===== src/rtl/cs42448_cfg_seq.sv =====
// CS42448 power-up and configuration sequencer: drives the codec reset pin, then
// writes every register-table entry through the shared I2C byte-write master.
module cs42448_cfg_seq #(
    parameter logic [6:0]  DEV_ADDR     = 7'h48,
    parameter int unsigned NUM_REGS     = 16,
    parameter int unsigned RST_HOLD_CYC = 1000,
    parameter int unsigned RST_WAIT_CYC = 50000,
    parameter int unsigned RETRY_MAX    = 3,
    parameter int unsigned TIMEOUT_CYC  = 200000,
    parameter bit          AUTO_START   = 1'b1
) (
    input  logic        sys_clk,
    input  logic        sys_rst,
    input  logic        start,
    output logic        busy,
    output logic        done,
    output logic        err,
    output logic [7:0]  err_idx,
    output logic        audio_en,
    output logic        codec_nrst,
    output logic [7:0]  tbl_addr,
    input  logic [15:0] tbl_data,
    output logic        cmd_valid,
    input  logic        cmd_ready,
    output logic [6:0]  cmd_dev,
    output logic [7:0]  cmd_reg,
    output logic [7:0]  cmd_data,
    input  logic        rsp_valid,
    input  logic        rsp_nack
);

    typedef enum logic [3:0] {
        S_IDLE, S_RST_ASSERT, S_RST_WAIT, S_FETCH1, S_FETCH2,
        S_ISSUE, S_WAIT_RSP, S_DONE, S_ERROR
    } state_t;

    localparam logic [31:0] HOLD_LAST = 32'(RST_HOLD_CYC - 1);
    localparam logic [31:0] WAIT_LAST = 32'(RST_WAIT_CYC - 1);
    localparam logic [31:0] TO_LAST   = 32'(TIMEOUT_CYC - 1);
    localparam logic [7:0]  IDX_LAST  = 8'(NUM_REGS - 1);
    localparam logic [3:0]  RETRY_LIM = 4'(RETRY_MAX);

    state_t      r_state, w_state_nxt;
    logic [31:0] r_cnt;
    logic [7:0]  r_idx, w_idx_nxt;
    logic [3:0]  r_retry, w_retry_nxt;
    logic        r_auto;
    logic        w_hs;

    assign w_hs = cmd_valid & cmd_ready;

    // State and sequence counters.
    always_ff @(posedge sys_clk or posedge sys_rst) begin
        if (sys_rst) begin
            r_state <= S_IDLE;
            r_idx   <= 8'd0;
            r_retry <= 4'd0;
            r_auto  <= AUTO_START;
            r_cnt   <= 32'd0;
        end else begin
            r_state <= w_state_nxt;
            r_idx   <= w_idx_nxt;
            r_retry <= w_retry_nxt;
            r_auto  <= 1'b0;
            // One shared cycle counter, restarted on every state change.
            if (w_state_nxt != r_state) begin
                r_cnt <= 32'd0;
            end else if (r_cnt != 32'hFFFF_FFFF) begin
                r_cnt <= r_cnt + 32'd1;
            end else begin
                r_cnt <= r_cnt;
            end
        end
    end

    // Next-state, table index and retry bookkeeping.
    always_comb begin
        w_state_nxt = r_state;
        w_idx_nxt   = r_idx;
        w_retry_nxt = r_retry;
        case (r_state)
            S_IDLE: begin
                if (start || r_auto) w_state_nxt = S_RST_ASSERT;
                else                 w_state_nxt = S_IDLE;
            end
            S_RST_ASSERT: begin
                if (r_cnt == HOLD_LAST) w_state_nxt = S_RST_WAIT;
                else                    w_state_nxt = S_RST_ASSERT;
            end
            S_RST_WAIT: begin
                w_idx_nxt   = 8'd0;
                w_retry_nxt = 4'd0;
                if (r_cnt == WAIT_LAST) w_state_nxt = S_FETCH1;
                else                    w_state_nxt = S_RST_WAIT;
            end
            S_FETCH1: w_state_nxt = S_FETCH2;
            S_FETCH2: w_state_nxt = S_ISSUE;
            S_ISSUE: begin
                if (w_hs) w_state_nxt = S_WAIT_RSP;
                else      w_state_nxt = S_ISSUE;
            end
            S_WAIT_RSP: begin
                // A response arriving on the timeout cycle wins over the timeout.
                if (rsp_valid && !rsp_nack) begin
                    w_retry_nxt = 4'd0;
                    if (r_idx == IDX_LAST) begin
                        w_state_nxt = S_DONE;
                    end else begin
                        w_idx_nxt   = r_idx + 8'd1;
                        w_state_nxt = S_FETCH1;
                    end
                end else if (rsp_valid || (r_cnt == TO_LAST)) begin
                    if (r_retry < RETRY_LIM) begin
                        w_retry_nxt = r_retry + 4'd1;
                        w_state_nxt = S_ISSUE;
                    end else begin
                        w_state_nxt = S_ERROR;
                    end
                end else begin
                    w_state_nxt = S_WAIT_RSP;
                end
            end
            S_DONE, S_ERROR: begin
                if (start) w_state_nxt = S_RST_ASSERT;
                else       w_state_nxt = r_state;
            end
            default: w_state_nxt = S_IDLE;
        endcase
    end

    // Registered outputs, decoded from the state being entered.
    always_ff @(posedge sys_clk or posedge sys_rst) begin
        if (sys_rst) begin
            busy       <= 1'b0;
            done       <= 1'b0;
            err        <= 1'b0;
            audio_en   <= 1'b0;
            codec_nrst <= 1'b0;
            cmd_valid  <= 1'b0;
            tbl_addr   <= 8'd0;
            err_idx    <= 8'd0;
            cmd_dev    <= 7'd0;
            cmd_reg    <= 8'd0;
            cmd_data   <= 8'd0;
        end else begin
            busy       <= w_state_nxt inside {S_RST_ASSERT, S_RST_WAIT, S_FETCH1,
                                              S_FETCH2, S_ISSUE, S_WAIT_RSP};
            done       <= (w_state_nxt == S_DONE);
            audio_en   <= (w_state_nxt == S_DONE);
            err        <= (w_state_nxt == S_ERROR);
            codec_nrst <= !(w_state_nxt inside {S_IDLE, S_RST_ASSERT});
            cmd_valid  <= (w_state_nxt == S_ISSUE);
            if (w_state_nxt == S_FETCH1) tbl_addr <= w_idx_nxt;
            else                         tbl_addr <= tbl_addr;
            if (r_state == S_FETCH2) begin
                cmd_dev  <= DEV_ADDR;
                cmd_reg  <= tbl_data[15:8];
                cmd_data <= tbl_data[7:0];
            end else begin
                cmd_dev  <= cmd_dev;
                cmd_reg  <= cmd_reg;
                cmd_data <= cmd_data;
            end
            if ((r_state == S_WAIT_RSP) && (w_state_nxt == S_ERROR)) err_idx <= r_idx;
            else                                                    err_idx <= err_idx;
        end
    end

endmodule

===== config.mk =====
export PLATFORM = sky130hd
export DESIGN_NAME = cs42448_cfg_seq
export DESIGN_NICKNAME = d
export VERILOG_FILES = /design/src/rtl/cs42448_cfg_seq.sv
export SDC_FILE = /design/constraint.sdc
export NUM_CORES = 1
export LEC_CHECK = 0
export ABC_AREA = 1
export ABC_CLOCK_PERIOD_IN_PS = 8000
export CAP_MARGIN = 30
export CORE_MARGIN = 5
export CORE_UTILIZATION = 60
export DETAILED_ROUTE_END_ITERATION = 6
export PLACE_DENSITY = 0.95
export SLEW_MARGIN = 40
export SYNTH_ARGS = -nofsm -noshare
export SYNTH_HDL_FRONTEND = slang
export SYNTH_SLANG_ARGS = --single-unit

===== constraint.sdc =====
create_clock -name sys_clk -period 8 [get_ports sys_clk]
set_input_delay 1.6 -clock sys_clk [delete_from_list [all_inputs] [get_ports sys_clk]]
set_output_delay 1.6 -clock sys_clk [all_outputs]
set_load 0.05 [all_outputs]

Yosys cells after proc, flatten, opt, wreduce, memory -nomap -nowiden
Index checks and enable logic that the tools add are counted.
Word-level totals
  register bits after elaboration: 87
  input bits: 22
  output and inout bits: 45
  word-level logic and storage cells: 77
Operators by class
  add/sub/neg operators: 3
  order comparisons: 1
  eq/ne operators: 24
  muxes and demuxes: 19
  bitwise logic cells: 1
  reductions and logical operators: 14
Operators with widths (count)
  two-way mux 32 bit: 2
  adder 32 x 1 -> 32 bit (second input constant): 1
  == test 32 x 10 -> 1 bit (second input constant): 1
  == test 32 x 16 -> 1 bit (second input constant): 1
  == test 32 x 18 -> 1 bit (second input constant): 1
  == test 4 x 3 -> 1 bit (second input constant): 8
  != test 32 bit (second input constant): 1
  case mux 4 bit (8 select lines): 1
  two-way mux 4 bit: 7
  == test 4 x 2 -> 1 bit (second input constant): 4
  two-way mux 8 bit: 2
  case mux 8 bit (2 select lines): 1
  adder 8 x 1 -> 8 bit (second input constant): 1
  == test 4 x 1 -> 1 bit (second input constant): 2
  == test 4 bit (second input constant): 2
  == test 8 x 4 -> 1 bit (second input constant): 1
  logical NOT 4 bit: 2
  case mux 4 bit (2 select lines): 1
  != test 3 bit (second input constant): 2
  nonzero test 2 bit: 3
  nonzero test 6 bit: 1
  adder 4 x 1 -> 4 bit (second input constant): 1
  < comparator 4 x 2 -> 1 bit (second input constant): 1
  two-way mux 2 bit: 2
  9 further kinds: 13

Depth between registers and ports, before layout
  depth in word-level cells: 8
  depth in mapped cells: 15
  mapped depth without buffers: 14

Least setup slack after synthesis
OpenSTA, ideal clock, no wires.
  path kind: input to register
  from: input rsp_nack
  to: register r_cnt[0]
  library setup time: 126 ps
  arrival: 2758 ps
  data required time: 7874 ps
  slack: 5115 ps
  cell stages on the path: 10
  path buffers: 1
  path through: inv_1 -> nand2_2 -> inv_1 -> a21oi_1 -> nand3_2 -> o21ai_0 -> inv_1 -> nand3_2 -> buf_2 -> nor3_2
On the way
  word-level cells in the longest chain between the ends: 6
  elaborated cells on any way between the ends: 7
  those cells by class: 1 x eq/ne; 3 x mux; 3 x reduce/logical
Ends and longest elaborated chain
  from (decl): RTL line 29  | input logic rsp_nack
  logical NOT 1 bit (*): RTL line 104  | if (rsp_valid && !rsp_nack) begin
  logical AND 1 bit (*): RTL line 104
  two-way mux 4 bit (*): RTL line 104
  case mux 4 bit (8 select lines) (*): RTL line 81  | case (r_state)
  != test 4 bit (*): RTL line 66  | if (w_state_nxt != r_state) begin
  two-way mux 32 bit / nonzero test 2 bit (equally long branches)
  to (signal assigned): RTL line 69  | r_cnt <= r_cnt + 32'd1;
  to (signal assigned): RTL line 71  | r_cnt <= r_cnt;
  to (decl): RTL line 44  | logic [31:0] r_cnt;
Mark *: on every way between the ends. The rest lies on a longest branch, timed or not.
A chain may end at the register's enable or synchronous reset.

Worst setup path after layout
  from: input start
  to: register r_cnt[30]
On the way
  word-level cells in the longest chain between the ends: 5
  elaborated cells on any way between the ends: 7
  those cells by class: 1 x eq/ne; 4 x mux; 2 x reduce/logical
Ends and longest elaborated chain
  from (decl): RTL line 14  | input logic start,
  logical OR 1 bit: RTL line 83  | if (start || r_auto) w_state_nxt = S_RST_ASSERT;
  two-way mux 1 bit: RTL line 83
  case mux 4 bit (8 select lines) (*): RTL line 81
  via w_state_nxt[0]: RTL line 43  | state_t r_state, w_state_nxt;
  != test 4 bit (*): RTL line 66
  two-way mux 32 bit / nonzero test 2 bit (equally long branches)
Mark *: on every way through the listed nets, which the timed path passes. The rest lies on a longest branch.

==> results by group <==
Outcome
  – Outcome: complete, no violations

Power
  – Pwr/cell area: around 310 nW/um2
  – LEAKAGE: approximately 2.5 nW
  – Internal Power: around 0.00094 W
  – Seq pwr share: 0.329
  – Logic pwr share: 0.475
  – Clk network pwr share: 0.196
  – Max IR drop VDD: 310 uV
  – Sw frac: 0.470
  – Overall power: between 0.0015 and 0.002 W
  – P_sw: about 0.00083 W

Floorplan
  – Core Area: around 8000 um2
  – Row cnt: 33
  – Die area: 10100 um2
  – Chip Height: 100 um
  – Initial Util: 0.606
  – IO Pins: 67
  – Die width: roughly 100 um

Global route
  – GRT Resource Usage Total: 0.252
  – First-pass GRT wire length: between 20 and 25 mm
  – GRT overflow: 0
  – Initial antenna violation count: 0
  – Largest net degree at the start of global routing: between 80 and 90
  – Vias in the first global route: 4349

Detailed routing
  – Final ANT Viol Nets: 0
  – Vias/cell: about 5.6
  – Per-cell routed wire length: about 16 um
  – DR iter-0 viols: 381
  – Drt total wl: roughly 12 mm
  – Vias: 4229
  – Residual DRC count: 0
  – Drt first pass iters: 5

STA
  – Setup_tns: 0 ns
  – Tmin final: between 3 and 4 ns
  – Worst Skew: approximately 0.011 ns
  – Crit share post-route: 0.454
  – F_max: roughly 280 MHz
  – Worst-margin pin slew: approximately 0.73 ns
  – Final hold vios: 0
  – WHS: approximately 0.49 ns
  – Final Setup Violations: 0
  – Fin. max-slew vios: 0
  – Slew headroom: 0.511
  – RSZ-0062 raised after global routing: no

Synthesis
  – Mean Syn Cell Area: roughly 8.4 um2
  – Yosys warns: 0
  – Post-synth EDFFs: 0
  – Synthesized area: 4910 um2
  – Seq cells post-synth: 87
  – Register area share after synthesis: 0.444
  – Synth Flop Type: dfrtp_1
  – Synthesized instance count: between 500 and 600
  – Post-synth cell types: 36
  – Async SR Flop Fraction: 1.00

Clock tree
  – PostCTS Resize Cnt: 0
  – Num CTS Buffers: 9
  – Total clock sinks: 87
  – TritonCTS clock tree: yes
  – Root Buffer: clkbuf_8
  – Cts hold-fix bufs: 0
  – Postcts setup bufs: 0
  – Worst-path clk slew: roughly 0.090 ns
  – Latest clock arrival within the worst-skew pair: roughly 0.37 ns
  – CTS Buffer Depth: 2
  – H-tree depth reported by CTS: 3

Cells and area
  – Final Util: 0.711
  – Ant. Diodes: 0
  – Register area: between 2000 and 2500 um2
  – Layout cells sized above 1: 0.153
  – Footprint of the multi-input gates: between 2000 and 2500 um2
  – Final nets: approximately 670
  – Max reg flops: 32
  – Fin cells: roughly 750
  – Largest Register: r_cnt
  – Synthesis-to-finish area growth: 17.3%
  – # fillers: 550

Placement
  – Placed insts: ~740
  – Post-detail-place hpwl: roughly 8 mm
  – Number of port buffers: 61
  – RePlAce Congestion: 1.01

Setup path
  – WP data arrival: 3.86 ns
  – CP most frequent cell: nand2_1
  – CP Max Fanout: 32
  – Cell Chain, Critical Path: clkdlybuf4s50_1 -> nor2_1 -> nor2_1 -> nand2_1 -> nand2_1 -> a21oi_1 -> nand2_1 -> nor2_2 -> nand2_4 -> nand2_1 -> nand2_2 -> nand2_4 -> nor3_1
  – Critical path's largest stage delay: approximately 0.47 ns
  – Worst path slowest cell: clkdlybuf4s50_1
  – Crit path kind: in2reg
  – Buf+Inv Stages, Crit Path: 1
  – CP Capture Type: flop
  – Crit start category: input port
  – CP required: 8.23 ns
  – Crit path max-delay family: simple AND/OR/NAND/NOR gates

Min path
  – Hold Crit Class: reg2reg

Job
  – Max Cap Viol: 0
power by group through the flow:
stage | clock network, W | registers (W) | logic (W)
after floorplan | 0 | 0.000782 | 0.000465
after global placement | 0 | 0.000580 | 0.000785
after detailed placement | 0 | 0.000586 | 0.000821
after CTS | 0.000349 | 0.000583 | 0.000840
after global routing | 0.000368 | 0.000594 | 0.000885
final | 0.000348 | 0.000584 | 0.000842
cell usage after synthesis (2+ instances only):
cell / n / share of area
a22oi_1: 2 / 0.0031
nor3_2: 30 / 0.061
a21oi_1: 3 / 0.0031
nor2_2: 2 / 0.0025
inv_2: 2 / 0.0015
mux2_2: 17 / 0.039
nand3b_1: 4 / 0.0061
inv_1: 78 / 0.060
nor2_1: 69 / 0.053
xor2_1: 16 / 0.029
ha_1: 3 / 0.0077
nand3_2: 4 / 0.0082
xnor2_1: 3 / 0.0054
o21ai_2: 6 / 0.011
nand4_1: 15 / 0.019
nand2_4: 4 / 0.0092
nand2_2: 11 / 0.014
buf_2: 5 / 0.0051
nor2_4: 4 / 0.0092
o21ai_0: 20 / 0.020
buf_8: 3 / 0.0092
nand2_1: 123 / 0.094
nand3_1: 35 / 0.036
nor3_1: 18 / 0.018
buf_4: 9 / 0.014
dfrtp_1: 86 / 0.44
o22ai_1: 4 / 0.0051
layer usage:
layer	up-vias	part of all wire	routed length, um	track usage
li1	1975	-	-	-
met1	2015	0.39	4730	0.316
met2	202	0.50	6050	0.433
met3	37	0.072	861	0.0563
met4	0	0.028	337	0.0788
met5	-	0	0	0
per-stage QoR:
step / setup WS [ns] / area (um2)
floorplan: 4.15 / 4920
global placement: 3.98 / 5520
detailed placement: 4.18 / 5530
CTS: 4.44 / 5750
global route: 4.30 / 5750
finish: 4.37 / 5750
kinds of logic after synthesis:
family	Yosys count	share of synthesized area
flops	87	0.444
xor+xnor	19	0.0339
other cells	1	0.000764
compound gates	38	0.0469
simple gates	321	0.335
fa+ha+maj	3	0.00765
mux	17	0.0390
buf+inv	99	0.0923
worst reg2reg max path: cells and delay by family (launching register included):
| kind | cells | cell delay (ns) |
|---|---|---|
| and+or+nand+nor | 8 | 1.35 |
| DFF | 1 | 0.40 |
| adders and majority gates | 1 | 0.21 |
| AOI/OAI and AO/OA | 1 | 0.20 |
| buffers and inverters | 2 | 0.19 |
layout by cell type (no fill, tap or decap), types with 3 or more instances in the layout:
cell type / synthesis / layout
ha_1: 3 / 3
mux2_2: 17 / 17
nor3_1: 18 / 18
nand2_1: 123 / 123
nor2_4: 4 / 4
dfrtp_1: 86 / 86
clkbuf_8: 0 / 10
nand3b_1: 4 / 4
nand3_1: 35 / 35
o21ai_0: 20 / 20
xor2_1: 16 / 16
o21ai_2: 6 / 6
inv_1: 78 / 77
nand2_2: 11 / 11
nor2_1: 69 / 69
xnor2_1: 3 / 3
a21oi_1: 3 / 3
nand3_2: 4 / 3
o22ai_1: 4 / 4
nand4_1: 15 / 15
clkdlybuf4s50_1: 0 / 61
conb_1: 1 / 6
nor3_2: 30 / 30
nand2_4: 4 / 4
worst paths after layout:
| check | startpoint | endpoint | slack, ns | depth (start not counted) |
|---|---|---|---|---|
| min in group asynchronous | sys_rst | cmd_reg[3] | 1.73 | 3 |
| max in group asynchronous | sys_rst | r_cnt[18] | 5.78 | 3 |
| setup reg to reg | r_cnt[0] | r_cnt[7] | 5.52 | 12 |
| hold reg to reg | tbl_addr[3] | tbl_addr[3] | 0.49 | 2 |
| setup / recovery | start | r_cnt[30] | 4.37 | 13 |
| hold / removal | tbl_addr[3] | tbl_addr[3] | 0.49 | 2 |
layout make-up:
cell class | count | share of cell area
tap | 105 | 0.0228
timing repair buffer | 62 | 0.109
clock buffer | 9 | 0.0215
inverter | 80 | 0.0524
clock inverter | 6 | 0.0161
multi-input combinational | 404 | 0.400
sequential | 87 | 0.379
(Power assumes the default switching activity.)
